`src/rtl/cardinal_mem_pkg.sv`:
```
// cardinal_mem_pkg: shared widths and encodings for the data-memory arbiter
package cardinal_mem_pkg;
    localparam int ADDR_W_DEF = 32;
    localparam int DATA_W_DEF = 64;
    localparam int CNT_W      = 4;

    typedef enum logic [1:0] {
        O_NONE,
        O_CPU_RD,
        O_HOST_RD
    } owner_e;

    typedef enum logic [1:0] {
        G_NONE,
        G_CPU,
        G_HOST
    } grant_e;
endpackage

```
`src/rtl/mem_starve_ctr.sv`:
```
// mem_starve_ctr: saturating count of host cycles lost to the CPU
module mem_starve_ctr
    import cardinal_mem_pkg::*;
#(
    parameter int MAX = 4,
    parameter int W   = CNT_W
) (
    input  logic clk,
    input  logic reset,
    input  logic inc_i,
    input  logic clr_i,
    output logic at_max_o
);
    logic [W-1:0] cnt_q, cnt_d;

    // Clear has priority; increment stops at MAX
    always_comb begin
        cnt_d = clr_i ? '0 : (inc_i && cnt_q != W'(MAX)) ? cnt_q + 1'b1 : cnt_q;
    end

    // Count register
    always_ff @(posedge clk) begin
        if (reset)
            cnt_q <= '0;
        else
            cnt_q <= cnt_d;
    end

    assign at_max_o = cnt_q == W'(MAX);
endmodule

```
`src/rtl/data_mem_arbiter.sv`:
```
// data_mem_arbiter: shares one synchronous data memory between the CPU EX port and a host port
module data_mem_arbiter
    import cardinal_mem_pkg::*;
#(
    parameter int ADDR_W     = ADDR_W_DEF,
    parameter int DATA_W     = DATA_W_DEF,
    parameter int STARVE_MAX = 4
) (
    input  logic              clk,
    input  logic              reset,
    input  logic              cpu_memEn,
    input  logic              cpu_memWrEn,
    input  logic [ADDR_W-1:0] cpu_memAddr,
    input  logic [DATA_W-1:0] cpu_dataOut,
    output logic [DATA_W-1:0] cpu_dataIn,
    output logic              cpu_stall,
    input  logic              host_req,
    input  logic              host_wr,
    input  logic [ADDR_W-1:0] host_addr,
    input  logic [DATA_W-1:0] host_wdata,
    output logic              host_gnt,
    output logic [DATA_W-1:0] host_rdata,
    output logic              host_rvalid,
    output logic              mem_en,
    output logic              mem_wr_en,
    output logic [ADDR_W-1:0] mem_addr,
    output logic [DATA_W-1:0] mem_wdata,
    input  logic [DATA_W-1:0] mem_rdata
);
    grant_e            grant;
    owner_e            owner_q, owner_d;
    logic              host_at_max;
    logic              force_host;
    logic [DATA_W-1:0] host_rdata_q;

    mem_starve_ctr #(
        .MAX(STARVE_MAX),
        .W  (CNT_W)
    ) u_starve (
        .clk     (clk),
        .reset   (reset),
        .inc_i   (grant == G_CPU && host_req),
        .clr_i   (grant == G_HOST || !host_req),
        .at_max_o(host_at_max)
    );

    // Grant decision (forced host, then CPU, then host) and the owner of the access being issued
    always_comb begin
        force_host = host_req && host_at_max;
        grant      = reset ? G_NONE : force_host ? G_HOST : cpu_memEn ? G_CPU : host_req ? G_HOST : G_NONE;
        owner_d    = (grant == G_HOST && !host_wr) ? O_HOST_RD :
                     (grant == G_CPU && !cpu_memWrEn) ? O_CPU_RD : O_NONE;
    end

    // Owner of last cycle's access and the host read-return register; reset drops any pending return
    always_ff @(posedge clk) begin
        if (reset) begin
            owner_q      <= O_NONE;
            host_rdata_q <= '0;
        end else begin
            owner_q <= owner_d;
            if (host_rvalid)
                host_rdata_q <= mem_rdata;
        end
    end

    assign cpu_stall   = !reset && force_host && cpu_memEn;
    assign host_gnt    = grant == G_HOST;
    assign mem_en      = grant != G_NONE;
    assign mem_wr_en   = grant == G_HOST ? host_wr : grant == G_CPU ? cpu_memWrEn : 1'b0;
    assign mem_addr    = grant == G_HOST ? host_addr : grant == G_CPU ? cpu_memAddr : '0;
    assign mem_wdata   = grant == G_HOST ? host_wdata : grant == G_CPU ? cpu_dataOut : '0;
    assign host_rvalid = !reset && owner_q == O_HOST_RD;
    assign host_rdata  = host_rdata_q;
    assign cpu_dataIn  = mem_rdata;
endmodule

```
`config.mk`:
```
export PLATFORM = sky130hd
export DESIGN_NAME = data_mem_arbiter
export DESIGN_NICKNAME = d
export VERILOG_FILES = /design/src/rtl/cardinal_mem_pkg.sv /design/src/rtl/mem_starve_ctr.sv /design/src/rtl/data_mem_arbiter.sv
export SDC_FILE = /design/constraint.sdc
export NUM_CORES = 1
export LEC_CHECK = 0
export CAP_MARGIN = 20
export CORE_AREA = 2 2 188 190
export CTS_CLUSTER_DIAMETER = 60
export DETAILED_ROUTE_END_ITERATION = 12
export DIE_AREA = 0 0 190 192
export PLACE_DENSITY = 0.48
export SETUP_SLACK_MARGIN = 0.05
export SLEW_MARGIN = 40
export SYNTH_ARGS = -nofsm -noshare
export SYNTH_HDL_FRONTEND = slang
export SYNTH_SLANG_ARGS = --single-unit
export TNS_END_PERCENT = 30
```
`constraint.sdc`:
```
create_clock -name clk -period 2.3 [get_ports clk]
set_input_delay 0.46 -clock clk [delete_from_list [all_inputs] [get_ports clk]]
set_output_delay 0.46 -clock clk [all_outputs]
set_load 0.03 [all_outputs]
```
### Yosys cells after proc, flatten, opt, wreduce, memory -nomap -nowiden

Index checks and enable logic that the tools add are counted.

| storage, ports and cells | value |
|---|---|
| bits in registers | 70 |
| bits of input ports | 262 |
| logic and storage cells | 38 |

| operators by class | value |
|---|---|
| equality and inequality tests | 5 |
| reduce and logical (&&, ||, !) cells | 16 |
| muxes and demuxes | 12 |
| $add $sub $neg | 1 |

Operators by type and width:

| operator | number |
|---|---|
| two-way mux 64 bit | 2 |
| two-way mux 32 bit | 2 |
| two-way mux 2 bit | 5 |
| logical AND 1 bit | 8 |
| adder 4 x 1 -> 4 bit, second input constant | 1 |
| == test 2 bit, second input constant | 2 |
| == test 4 x 3 -> 1 bit, second input constant | 1 |
| logical NOT 1 bit | 4 |
| != test 4 x 3 -> 1 bit, second input constant | 1 |
| OR reduction 2 bit | 2 |
| two-way mux 1 bit | 3 |
| == test 2 x 1 -> 1 bit, second input constant | 1 |
| nonzero test 2 bit | 1 |
| logical OR 1 bit | 1 |

### Depth between registers and ports, before layout

| logic depth | value |
|---|---|
| word-level depth | 8 |
| gate-level depth with buffers | 7 |
| mapped depth without buffers | 5 |

### By module

From an unflattened synthesis, not the netlist that was laid out.

| second synthesis, totals | value |
|---|---|
| cell total of the unflattened synthesis | 622 |
| area, all modules | 4,440.5 sq um |

By module, submodules not included:

| module | cells an instance | area each (sq um) | instances |
|---|---|---|---|
| data_mem_arbiter | 597 | 4,211.5 | 1 |
| mem_starve_ctr | 25 | 229.0 | 1 |

### Worst setup path after synthesis

No wires, ideal clock.

| timing path | value |
|---|---|
| path kind | register to output |
| start point | register u_starve.cnt_q[0] |
| end point | output port mem_wdata[44] |
| path slack | 100 ps |
| data arrival time | 1,740 ps |
| stages on the path, launching flop included | 8 |
| cell sequence | dfxtp_1 -> inv_1 -> ha_1 -> and3b_1 -> a21oi_2 -> buf_2 -> buf_2 -> a22o_1 |

| on the way | value |
|---|---|
| cells in the longest elaborated chain, start to end | 7 |
| elaborated cells on any way between the ends | 8 |
| those cells by class | 3 x eq/ne; 4 x mux; 1 x reduce/logical |

RTL lines:

| element | line | text |
|---|---|---|
| start: declaration | mem_starve_ctr.sv:14 | `logic [W-1:0] cnt_q, cnt_d;` |
| start signal: assignment | mem_starve_ctr.sv:26 | `cnt_q <= cnt_d;` |
| == test 4 x 3 -> 1 bit * | mem_starve_ctr.sv:29 | `assign at_max_o = cnt_q == W'(MAX);` |
| logical AND 1 bit * | data_mem_arbiter.sv:49 | `force_host = host_req && host_at_max;` |
| two-way mux 2 bit * (2 in series) | data_mem_arbiter.sv:50 | `grant = reset ? G_NONE : force_host ? G_HOST : cpu_memEn ? G_CPU : host_req ? G_HOST : G_NONE;` |
| == test 2 x 1 -> 1 bit | data_mem_arbiter.sv:72 | `assign mem_wdata = grant == G_HOST ? host_wdata : grant == G_CPU ? cpu_dataOut : '0;` |
| two-way mux 64 bit | data_mem_arbiter.sv:72 |  |
| two-way mux 64 bit * | data_mem_arbiter.sv:72 |  |
| end: declaration | data_mem_arbiter.sv:27 | `output logic [DATA_W-1:0] mem_wdata,` |

Mark *: on every way between the ends. The rest lies on a longest branch, timed or not.

### Worst setup path in the final report

| timing path | value |
|---|---|
| start point | register u_starve.cnt_q[1] |
| end point | output port mem_addr[6] |

| on the way | value |
|---|---|
| cells in the longest elaborated chain, start to end | 7 |
| elaborated cells on any way between the ends | 8 |
| those cells by class | 3 x eq/ne; 4 x mux; 1 x reduce/logical |

RTL lines:

| element | line | text |
|---|---|---|
| == test 4 x 3 -> 1 bit * | mem_starve_ctr.sv:29 |  |
| logical AND 1 bit * | data_mem_arbiter.sv:49 |  |
| two-way mux 2 bit * (2 in series) | data_mem_arbiter.sv:50 |  |
| == test 2 x 1 -> 1 bit | data_mem_arbiter.sv:71 | `assign mem_addr = grant == G_HOST ? host_addr : grant == G_CPU ? cpu_memAddr : '0;` |
| two-way mux 32 bit | data_mem_arbiter.sv:71 |  |
| two-way mux 32 bit * | data_mem_arbiter.sv:71 |  |
| end: declaration | data_mem_arbiter.sv:26 | `output logic [ADDR_W-1:0] mem_addr,` |

Marks and branches as above.

==> summary.md <==
| Metric | Value |
|---|---|
| Number of global-route vias before repair | ~5400 |
| DP Worst Slack | -270 ps |
| Synth top area share | 36.1% |
| Clock latency on the worst-skew pair | 340 ps |
| First-pass GRT wire length | ~36 mm |
| Pins Over Slew Limit | 0 |
| Cell count of the worst hold path | 2 |
| Die Y | 192 µm |
| Synthesis-stage register bit count | 70 |
| Total Routing Usage GR | 13.7% |
| Final worst slack | -266 ps |
| # nets final | around 1200 |
| Final min period | 2570 ps |
| CP Data Arrival Time | 2110 ps |
| CP max stage delay | 320 ps |
| Max-Cap Viols | 0 |
| Seq/Total Area, Yosys | 36.1% |
| WS Path Type | reg2out |
| Final hold viol count | 0 |
| R2r startpoint | u_starve.cnt_q[1] |
| NetSw | 1400 µW |
| CTS Hold Bufs | 0 |
| RSZ-0062 raised after global routing | yes |
| Main area contributors after synthesis | dfxtp_1 (36%), a22o_1 (22%), buf_4 (13%) |
| Core area | 0.0343 mm² |
| Buffers & Inverters on Critical Path | 6 |
| Rel. slew slack | 52.1% |
| Initial drt markers | 140 |
| Total number of vias | 5299 |
| Critical-path cell list | inv_2, ha_4, nand3b_1, a211oi_4, buf_4, buf_8, buf_16, buf_6, a22o_1, buf_6 |
| Initial core utilization | a little under an eighth |
| Violated checks | negative setup slack |
| Cell family with the largest share of critical-path delay | buffers and inverters |
| DP Wirelength | 21.7 mm |
| Antenna violations before repair | 4 |
| Post-Route Skew | 11.6 ps |
| Num rows | 68 |
| 1st-pass router iterations | 4 |
| Clock power frac | 33.2% |
| Clock root buffer | clkbuf_16 |
| Period utilisation layout | 112% |
| H-tree depth | 3 |
| Area after DPL | roughly 0.0094 mm² |
| Mapped cell area | 0.00388 mm² |
| Clk sink count | 70 |
| HP Start | host_rdata[60] |
| CP endpoint kind | output pin |
| Design area | between 0.01 and 0.015 mm² |
| # setup viols final | just under 100 |
| Syn Nets | 756 |
| Worst EP required | around 1800 ps |
| Worst r2r dst | owner_q[1] |
| Detail Route Antenna Nets | 0 |
| Worst R2R Path Depth | 8 |
| Synth-to-layout area growth | 173% |
| Status | finished, violations left |
| Layout cells sized above 1 | 23.1% |
| Clock Path Buffers | 2 |
| Peak supply drop | 0.000270 V |
| LEAKAGE | 0.00408 µW |
| Sw frac | 30.3% |
| Yosys cell types | 22 |
| TNS Setup | -19520 ps |
| Tot Pwr | 4640 µW |
| Synth warnings | 0 |
| Avg Inst Size Synth | 7.89 µm² |
| Worst-margin pin slew | 718 ps |
| Startpoint type of the worst setup path | flip-flop |
| Routed WL | about 26 mm |
| Most used cell along the critical path | buf_6 |
| Crit path max fanout | 6 |
| Crit path launch | u_starve.cnt_q[1] |
| Largest net degree at the start of global routing | 65 |
| CTS clk-pin slew, worst paths | 60 ps |
| Port Buffers | 490 |
| CTS buffer count | 9 |
| Congestion Overflow GR | 0 |
| Commonest non-fill, non-tap cells in the layout | clkdlybuf4s50_1 (387), nand2_1 (128), dfxtp_1 (68), buf_6 (66), a21oi_1 (64) |
| Number of remaining DRC errors | 0 |
| Combinational power share | about two fifths |
| Flop2flop setup slack | ~650 ps |
| Die ar. | 0.0365 mm² |
| Worst Hold End | host_rdata[60] |
| PwrDens | 438 mW/mm² |
| Sequential cell fraction of total power | 27.0% |
| Via density | 3.78 |
| CTS tree | built |
| Synth Instances | slightly below 500 |
| Commonest non-fill, non-tap cell in the layout | clkdlybuf4s50_1 |
| Die W | roughly 190 µm |
| IO Pins | approximately 490 |
| Largest area contributor in the netlist | dfxtp_1 |
| Critical Path Slowest Stage Cell | dfxtp_2 |
| Fmax | 390 MHz |
| Pint | 3230 µW |
| Wire per inst | 18.7 µm |
| RD Place Congestion | about 0.81 |
| Worst min-delay path class | reg2reg |
-- stage by stage --
step | utilization, % | instances | hold slack, ps
finish | 30.9 | 1401 | 451
global route | 30.8 | 1398 | 471
CTS | 30.8 | 1399 | 454
detailed placement | 27.5 | 1369 | 446
global placement | 27.5 | 1369 | 442
floorplan | - | 492 | 430
-- Yosys cell counts --
library cell / number
nand2_1: 128
a22o_1: 97
dfxtp_1: 70
buf_4: 66
a21oi_1: 64
clkbuf_1: 25
buf_2: 11
nor2_1: 7
buf_1: 4
inv_1: 4
nor2b_1: 3
ha_1: 2
nand2b_1: 2
a211oi_2: 1
a21oi_2: 1
and3b_1: 1
nand3_1: 1
nand3b_1: 1
nor3_1: 1
or3_1: 1
xnor2_1: 1
xor2_1: 1
-- metal layers --
metal,track usage [%],part of all wire (%)
met1,13.6,35
met2,25.4,51
met3,5.23,10
met4,5.90,3.9
met5,0,0.16
-- registers in the layout, summed over array words and instances (netlist names) --
name            flops
u_starve.cnt_q      4
host_rdata         64
owner_q             2
-- area by class of cell --
class | instances | area, µm²
fillers | 3565 | 23700
repair buffers | 541 | 6070
multi-input cells | 312 | 2190
flip-flops and latches | 70 | 1400
well taps | 455 | 569
clock buffers | 11 | 243
clock inverters | 5 | 81.3
inverters | 4 | 15.0
diodes | 3 | 7.51
-- cells by family after synthesis --
logic type / after synthesis / share of synthesized area, %
adders and majority gates: 2 / 0.645
buffers and inverters: 110 / 17.4
xor gates and xnor gates: 2 / 0.452
DFF: 70 / 36.1
and+or+nand+nor: 145 / 14.7
AOI/OAI and AO/OA: 163 / 30.7
-- tightest hold or removal path: stages, from the launching register on --
cell and delay, ps:
dfxtp_1 300, nand2_1 50, a21oi_1 50
-- power groups by stage --
stage	Clock, µW	Sequential (µW)	Combinational [µW]
finish	1540	1250	1850
global route	1660	1250	1920
CTS	1600	1250	1870
detailed placement	0	1280	1700
global placement	0	1280	1710
floorplan	0	1320	631
-- worst max path at each step --
stage	to	slack (ps)	depth (start not counted)
floorplan	mem_wdata[44]	100	7
global placement	mem_wdata[20]	-250	7
detailed placement	mem_wdata[48]	-270	7
CTS	mem_addr[17]	-300	10
global route	mem_addr[6]	-350	10
finish	mem_addr[6]	-270	10
-- repair_timing --
item	CTS	global route
resized for setup	119	13
buffers inserted	9	4
endpoints found under the setup margin	98	98
pin swaps	76	24
cloned	5	1
No activity file was read; power rests on OpenSTA's default activity.
